===== src/rtl/dp_cmd_sequencer_if.sv =====
// Command handshake bundle between a command source (master) and the
// datapath command sequencer (slave).
interface dp_cmd_sequencer_if;
  logic        cmd_valid;
  logic        cmd_ready;
  logic [2:0]  cmd_op;
  logic [4:0]  cmd_fs;
  logic        cmd_c0;
  logic [4:0]  cmd_da;
  logic [4:0]  cmd_sa;
  logic [4:0]  cmd_sb;
  logic [63:0] cmd_imm;
  logic [1:0]  cmd_size;

  modport master (
    output cmd_valid, cmd_op, cmd_fs, cmd_c0, cmd_da, cmd_sa, cmd_sb,
           cmd_imm, cmd_size,
    input  cmd_ready
  );

  modport slave (
    input  cmd_valid, cmd_op, cmd_fs, cmd_c0, cmd_da, cmd_sa, cmd_sb,
           cmd_imm, cmd_size,
    output cmd_ready
  );
endinterface


===== src/rtl/dp_cmd_sequencer.sv =====
// Multi-cycle control-word sequencer for the 64-bit datapath: one command at a
// time, Moore-decoded control outputs from state plus the latched command.
module dp_cmd_sequencer #(
  parameter int RAM_LAT = 2
) (
  input  logic                 clock,
  input  logic                 reset,
  dp_cmd_sequencer_if.slave    cmd,
  output logic                 busy,
  output logic                 done,
  output logic                 err,
  output logic [63:0]          k,
  output logic [4:0]           FS,
  output logic                 C0,
  output logic                 B_Sel,
  output logic                 EN_B,
  output logic                 EN_ALU,
  output logic                 EN_ADDR_ALU,
  output logic                 ram_cs,
  output logic                 ram_write_en,
  output logic                 ram_read_en,
  output logic [1:0]           ramOutsize,
  output logic                 w_reg,
  output logic                 reset_reg,
  output logic [4:0]           SA,
  output logic [4:0]           SB,
  output logic [4:0]           DA
);

  localparam logic [2:0] OP_ALU_RR = 3'b000;
  localparam logic [2:0] OP_ALU_RI = 3'b001;
  localparam logic [2:0] OP_MOV    = 3'b010;
  localparam logic [2:0] OP_LOAD   = 3'b011;
  localparam logic [2:0] OP_STORE  = 3'b100;
  localparam logic [3:0] LAT       = 4'(RAM_LAT);
  localparam logic [4:0] ZERO_REG  = 5'd31;

  typedef enum logic [2:0] {
    S_IDLE,
    S_EXEC,
    S_ADDR,
    S_MEM,
    S_DONE
  } state_t;

  state_t      state_q, state_d;
  logic [3:0]  cnt_q, cnt_d;
  logic [2:0]  op_q;
  logic [4:0]  fs_q;
  logic        c0_q;
  logic [4:0]  da_q;
  logic [4:0]  sa_q;
  logic [4:0]  sb_q;
  logic [63:0] imm_q;
  logic [1:0]  size_q;
  logic        err_q;
  logic        accept;
  logic        illegal;
  logic        w_raw;

  assign cmd.cmd_ready = (state_q == S_IDLE);
  assign accept        = cmd.cmd_valid && cmd.cmd_ready;
  assign illegal       = (cmd.cmd_op > OP_STORE);
  assign reset_reg     = reset;

  always_ff @(posedge clock) begin
    if (reset) begin
      state_q <= S_IDLE;
      cnt_q   <= '0;
      op_q    <= '0;
      fs_q    <= '0;
      c0_q    <= 1'b0;
      da_q    <= '0;
      sa_q    <= '0;
      sb_q    <= '0;
      imm_q   <= '0;
      size_q  <= '0;
      err_q   <= 1'b0;
    end else begin
      state_q <= state_d;
      cnt_q   <= cnt_d;
      if (accept) begin
        op_q   <= cmd.cmd_op;
        fs_q   <= cmd.cmd_fs;
        c0_q   <= cmd.cmd_c0;
        da_q   <= cmd.cmd_da;
        sa_q   <= cmd.cmd_sa;
        sb_q   <= cmd.cmd_sb;
        imm_q  <= cmd.cmd_imm;
        size_q <= cmd.cmd_size;
        err_q  <= illegal;
      end
    end
  end

  always_comb begin
    state_d = state_q;
    cnt_d   = cnt_q;
    unique case (state_q)
      S_IDLE: begin
        if (accept) begin
          if (illegal)
            state_d = S_DONE;
          else if (cmd.cmd_op == OP_LOAD || cmd.cmd_op == OP_STORE)
            state_d = S_ADDR;
          else
            state_d = S_EXEC;
        end
      end
      S_EXEC: state_d = S_DONE;
      S_ADDR: begin
        state_d = S_MEM;
        cnt_d   = LAT;
      end
      S_MEM: begin
        cnt_d = cnt_q - 4'd1;
        if (cnt_q <= 4'd1)
          state_d = S_DONE;
      end
      S_DONE: state_d = S_IDLE;
      default: state_d = S_IDLE;
    endcase
  end

  always_comb begin
    busy         = (state_q != S_IDLE);
    done         = 1'b0;
    err          = 1'b0;
    k            = '0;
    FS           = '0;
    C0           = 1'b0;
    B_Sel        = 1'b0;
    EN_B         = 1'b0;
    EN_ALU       = 1'b0;
    EN_ADDR_ALU  = 1'b0;
    ram_cs       = 1'b0;
    ram_write_en = 1'b0;
    ram_read_en  = 1'b0;
    ramOutsize   = 2'b11;
    w_raw        = 1'b0;
    SA           = ZERO_REG;
    SB           = ZERO_REG;
    DA           = ZERO_REG;
    unique case (state_q)
      S_EXEC: begin
        if (op_q == OP_MOV) begin
          EN_B  = 1'b1;
          SB    = sb_q;
          DA    = da_q;
          w_raw = 1'b1;
        end else begin
          EN_ALU = 1'b1;
          FS     = fs_q;
          C0     = c0_q;
          SA     = sa_q;
          SB     = sb_q;
          DA     = da_q;
          w_raw  = 1'b1;
          if (op_q == OP_ALU_RI) begin
            B_Sel = 1'b1;
            k     = imm_q;
          end
        end
      end
      S_ADDR, S_MEM: begin
        // Address setup stays on the bus for the whole RAM access.
        EN_ADDR_ALU = 1'b1;
        FS          = 5'b01000;
        B_Sel       = 1'b1;
        SA          = sa_q;
        k           = imm_q;
        ram_cs      = 1'b1;
        ramOutsize  = size_q;
        if (state_q == S_MEM) begin
          if (op_q == OP_STORE) begin
            EN_B         = 1'b1;
            SB           = sb_q;
            ram_write_en = 1'b1;
          end else begin
            ram_read_en = 1'b1;
            DA          = da_q;
            w_raw       = (cnt_q <= 4'd1);
          end
        end
      end
      S_DONE: begin
        done = 1'b1;
        err  = err_q;
      end
      default: ;
    endcase
    w_reg = w_raw && (DA != ZERO_REG);
  end

endmodule


===== src/flat_wrapper.sv =====
// flat-port wrapper written by rule: the top's interface ports become plain ports
module dp_cmd_sequencer_flat 
#(
  parameter int RAM_LAT = 2
)
  (clock, reset, busy, done, err, k, FS, C0, B_Sel, EN_B, EN_ALU, EN_ADDR_ALU, ram_cs, ram_write_en, ram_read_en, ramOutsize, w_reg, reset_reg, SA, SB, DA, cmd_cmd_valid, cmd_cmd_op, cmd_cmd_fs, cmd_cmd_c0, cmd_cmd_da, cmd_cmd_sa, cmd_cmd_sb, cmd_cmd_imm, cmd_cmd_size, cmd_cmd_ready);
  dp_cmd_sequencer_if cmd_i ();
  input  logic clock;
  input  logic reset;
  output logic busy;
  output logic done;
  output logic err;
  output logic [63:0] k;
  output logic [4:0] FS;
  output logic C0;
  output logic B_Sel;
  output logic EN_B;
  output logic EN_ALU;
  output logic EN_ADDR_ALU;
  output logic ram_cs;
  output logic ram_write_en;
  output logic ram_read_en;
  output logic [1:0] ramOutsize;
  output logic w_reg;
  output logic reset_reg;
  output logic [4:0] SA;
  output logic [4:0] SB;
  output logic [4:0] DA;
  input wire logic [$bits(cmd_i.cmd_valid)-1:0] cmd_cmd_valid;
  input wire logic [$bits(cmd_i.cmd_op)-1:0] cmd_cmd_op;
  input wire logic [$bits(cmd_i.cmd_fs)-1:0] cmd_cmd_fs;
  input wire logic [$bits(cmd_i.cmd_c0)-1:0] cmd_cmd_c0;
  input wire logic [$bits(cmd_i.cmd_da)-1:0] cmd_cmd_da;
  input wire logic [$bits(cmd_i.cmd_sa)-1:0] cmd_cmd_sa;
  input wire logic [$bits(cmd_i.cmd_sb)-1:0] cmd_cmd_sb;
  input wire logic [$bits(cmd_i.cmd_imm)-1:0] cmd_cmd_imm;
  input wire logic [$bits(cmd_i.cmd_size)-1:0] cmd_cmd_size;
  output wire logic [$bits(cmd_i.cmd_ready)-1:0] cmd_cmd_ready;
  assign cmd_i.cmd_valid = cmd_cmd_valid;
  assign cmd_i.cmd_op = cmd_cmd_op;
  assign cmd_i.cmd_fs = cmd_cmd_fs;
  assign cmd_i.cmd_c0 = cmd_cmd_c0;
  assign cmd_i.cmd_da = cmd_cmd_da;
  assign cmd_i.cmd_sa = cmd_cmd_sa;
  assign cmd_i.cmd_sb = cmd_cmd_sb;
  assign cmd_i.cmd_imm = cmd_cmd_imm;
  assign cmd_i.cmd_size = cmd_cmd_size;
  assign cmd_cmd_ready = cmd_i.cmd_ready;
  dp_cmd_sequencer #(.RAM_LAT(RAM_LAT)) u_core (.clock(clock), .reset(reset), .cmd(cmd_i), .busy(busy), .done(done), .err(err), .k(k), .FS(FS), .C0(C0), .B_Sel(B_Sel), .EN_B(EN_B), .EN_ALU(EN_ALU), .EN_ADDR_ALU(EN_ADDR_ALU), .ram_cs(ram_cs), .ram_write_en(ram_write_en), .ram_read_en(ram_read_en), .ramOutsize(ramOutsize), .w_reg(w_reg), .reset_reg(reset_reg), .SA(SA), .SB(SB), .DA(DA));
endmodule

===== config.mk =====
export PLATFORM = sky130hd
export DESIGN_NAME = dp_cmd_sequencer_flat
export DESIGN_NICKNAME = d
export VERILOG_FILES = /design/src/rtl/dp_cmd_sequencer_if.sv /design/src/rtl/dp_cmd_sequencer.sv /design/src/flat_wrapper.sv
export SDC_FILE = /design/constraint.sdc
export NUM_CORES = 1
export LEC_CHECK = 0
export CORE_ASPECT_RATIO = 1.75
export CORE_MARGIN = 2
export CORE_UTILIZATION = 42
export CTS_BUF_LIST = sky130_fd_sc_hd__clkbuf_16
export CTS_CLUSTER_DIAMETER = 50
export DETAILED_ROUTE_END_ITERATION = 8
export MAX_ROUTING_LAYER = met4
export PLACE_DENSITY = 0.83
export SLEW_MARGIN = 20
export SYNTH_ARGS = -nofsm -noshare
export SYNTH_HDL_FRONTEND = slang
export SYNTH_SLANG_ARGS = --single-unit

===== constraint.sdc =====
create_clock -name clock -period 2.1 [get_ports clock]
set_clock_uncertainty 0.1 [all_clocks]
set_input_delay 0.21 -clock clock [delete_from_list [all_inputs] [get_ports clock]]
set_output_delay 0.21 -clock clock [all_outputs]
set_load 0.05 [all_outputs]

==> qor.yml <==
outcome:
  outcome: "finished with violations"
  failed_checks: "negative setup slack"
floorplanning:
  placementRows: 49
  start_util: 0.426
  dieHeight_um: 138
  die_width_um: 80.8
  ios: 193
  dieArea_um2: 11200
  core_area_um2: 10200
yosys:
  synth_xor_area_frac: 0
  synthMostInstantiatedCell: "nand2_1"
  synth_top_area_frac: 0.452
  synth_edf_count: 0
  avgSynthCellArea_um2: 7.66
  synth-seq-cells: 98
  yosys-top-cells-area: "dfxtp_1, nand2_1, a21oi_1, and2_1, nand2b_1"
  synth_fp_nets: 661
  synth_ff_type: "dfxtp_1"
  synthSimpleGateAreaFrac: 0.339
  synth_compound_area_frac: 0.132
  synth_seq_area_share: 0.452
  async_flop_share: 0
  muxShareOfSynthArea: 0.00231
  yosysUniqueCellTypes: 37
  syn_area_um2: 4340
  synth-warning-count: 0
  yosysTopAreaCell: "dfxtp_1"
  synth_cells: 566
  synth_common_cells: "nand2_1, a21oi_1, dfxtp_1"
  synth_fa_ha_area_frac: 0.00577
  synth_top_family_by_area: "simple AND/OR/NAND/NOR gates"
timing:
  timing.final.crit_share: 1.00
  slew_viol_final: 0
  worst_pin_slew_ns: 0.547
  hold_violations: 0
  fin_crit_ns: 2.10
  fmax_mhz: 475
  slew_headroom: 0.636
  setup_viol_count_final: 1
  fin_tns_setup_ns: -0.00316
  postLayoutSetupSlackWorst_ns: -0.00316
  rsz0062_at_grt: "true"
cts:
  root_buffer: "clkbuf_16"
  cts_hold_buf: 0
  clock-sinks: 98
  clock_latency_ns: 0.34
  clk_path_buf_depth: 2
  cts_max_level: 3
  clkTransAtPathRegs_ns: 0.07
  cts_made_buffers: 9
  cts_tree: "yes"
critical_path:
  cp-end-kind: "output pin"
  crit_arrival_ns: 1.79
  worstPathMaxFanout: 7
  crit_start: "u_core.op_q[1]"
  required_ns: 1.79
  r2r_start: "u_core.state_q[0]"
  crit_type: "reg2out"
  startpoint_type: "register"
detailed_routing:
  antenna_left: 0
  drt_wl_total_um: 15800
  num_vias: 4721
  firstDrtPassIters: 7
  drc: 0
  post_drt_wl_per_cell_um: 17.9
  drt_iter0_drc: 301
  routed_via_density: 5.32
finish:
  fin_nets: 850
  areaGrowthSynthToFinish_pct: 82.2
  drive_above_1_share: 0.305
  antenna-diode-count: 0
  fin_cells: 887
placed_design:
  hpwl_um: 9880
  portBuffers: 192
  placedCellCount: 855
  gp_congestion: 0.790
power:
  power_frac_comb: 0.295
  peakVddDrop_v: 0.000494
  p_int_mw: 3.64
  p_total_mw: 5.32
  switching_power_mw: 1.68
  power.density_nw_per_um2: 674
  p_seq_frac: 0.400
  p_leak_nw: 3.12
  p_sw_frac: 0.316
  clkPwrFrac: 0.306
job:
  cap_violations: 0
global_routing:
  grt_max_degree: 74
  grt_pass1_vias: 4612
  overflow: 0
  grt_util_all_layers: 0.276
  grt_pass1_wl_um: 23500
  antenna_found_initial: 0
hold_path:
  hold_class: "in2reg"
  min_from: "reset"
==> per-stage QoR <==
stage               area, um2  hold WS, ns  setup WS, ns   util
global route             7900        0.281       -0.0540  0.776
CTS                      7750        0.253       -0.0585  0.761
floorplan                4350        0.246       -0.0335      -
finish                   7900        0.260      -0.00316  0.776
global placement         7090        0.336         0.197  0.697
detailed placement       7090        0.342         0.107  0.697
==> worst paths after layout <==
| check | to | slack (ns) | cells past startpoint |
|---|---|---|---|
| hold reg to reg | u_core.imm_q[52] | 0.36 | 2 |
| setup reg to reg | u_core.imm_q[38] | 0.23 | 6 |
| hold / removal | u_core.imm_q[2] | 0.26 | 2 |
| setup / recovery | SB[2] | -0.003 | 5 |
==> repair_timing <==
action	in CTS	in global routing
gates resized for setup	67	31
buffers inserted	7	4
setup endpoints to repair	76	90
endpoints found under the hold margin	0	0
pin swaps	5	9
cloned	4	2
==> critical path, stage by stage (launching register included) <==
cell and delay (ns):
dfxtp_4 0.35, buf_6 0.13, or3b_4 0.43, a21oi_4 0.26, nand2b_1 0.12, buf_6 0.17
==> cell usage in the layout, fill, tap and decap left out, types with 4 or more instances in the layout <==
cell type and count:
buf_6 9, buf_4 28, and2_1 6, clkinvlp_4 4, clkbuf_16 11, buf_12 87, dfxtp_2 4, clkdlybuf4s50_1 91
a21oi_1 95, dfxtp_1 91, buf_16 4, and2_4 64, nor2_1 6, nand2_1 186, inv_1 5, nand2b_1 17
==> layer usage <==
metal,vias to the layer above,GRT usage,routed length [um]
met5,-,-,0
met4,0,0.130,751
met3,52,0.0529,959
met2,217,0.479,8640
met1,2255,0.291,5490
li1,2197,-,-
==> flip-flops by register name, summed over array words and instances, names as in the netlist, 3 cells and up <==
register        cells
u_core.fs_q         5
u_core.cnt_q        4
u_core.imm_q       64
u_core.da_q         5
u_core.sa_q         5
u_core.sb_q         5
u_core.state_q      3
u_core.op_q         3
==> layout make-up <==
type,count,area (um2)
well taps,127,159
inverters,5,22.5
clock buffers,9,225
flip-flops and latches,98,1980
clock inverters,7,70.1
repair buffers,221,3120
multi-input cells,420,2320
fillers,623,2280
==> cell families after synthesis <==
| logic type | after synthesis |
|---|---|
| flops | 98 |
| compound gates | 109 |
| simple gates | 308 |
| mux | 1 |
| buf+inv | 48 |
| fa+ha+maj | 2 |
==> power groups by stage <==
stage               combinational [mW]  clock, mW  sequential [mW]
finish                            1.57       1.63             2.13
CTS                               1.51       1.65             2.12
global placement                  1.34          0             2.14
global route                      1.66       1.73             2.14
detailed placement                1.38          0             2.15
floorplan                        0.841          0             2.12
(Power assumes the default switching activity.)
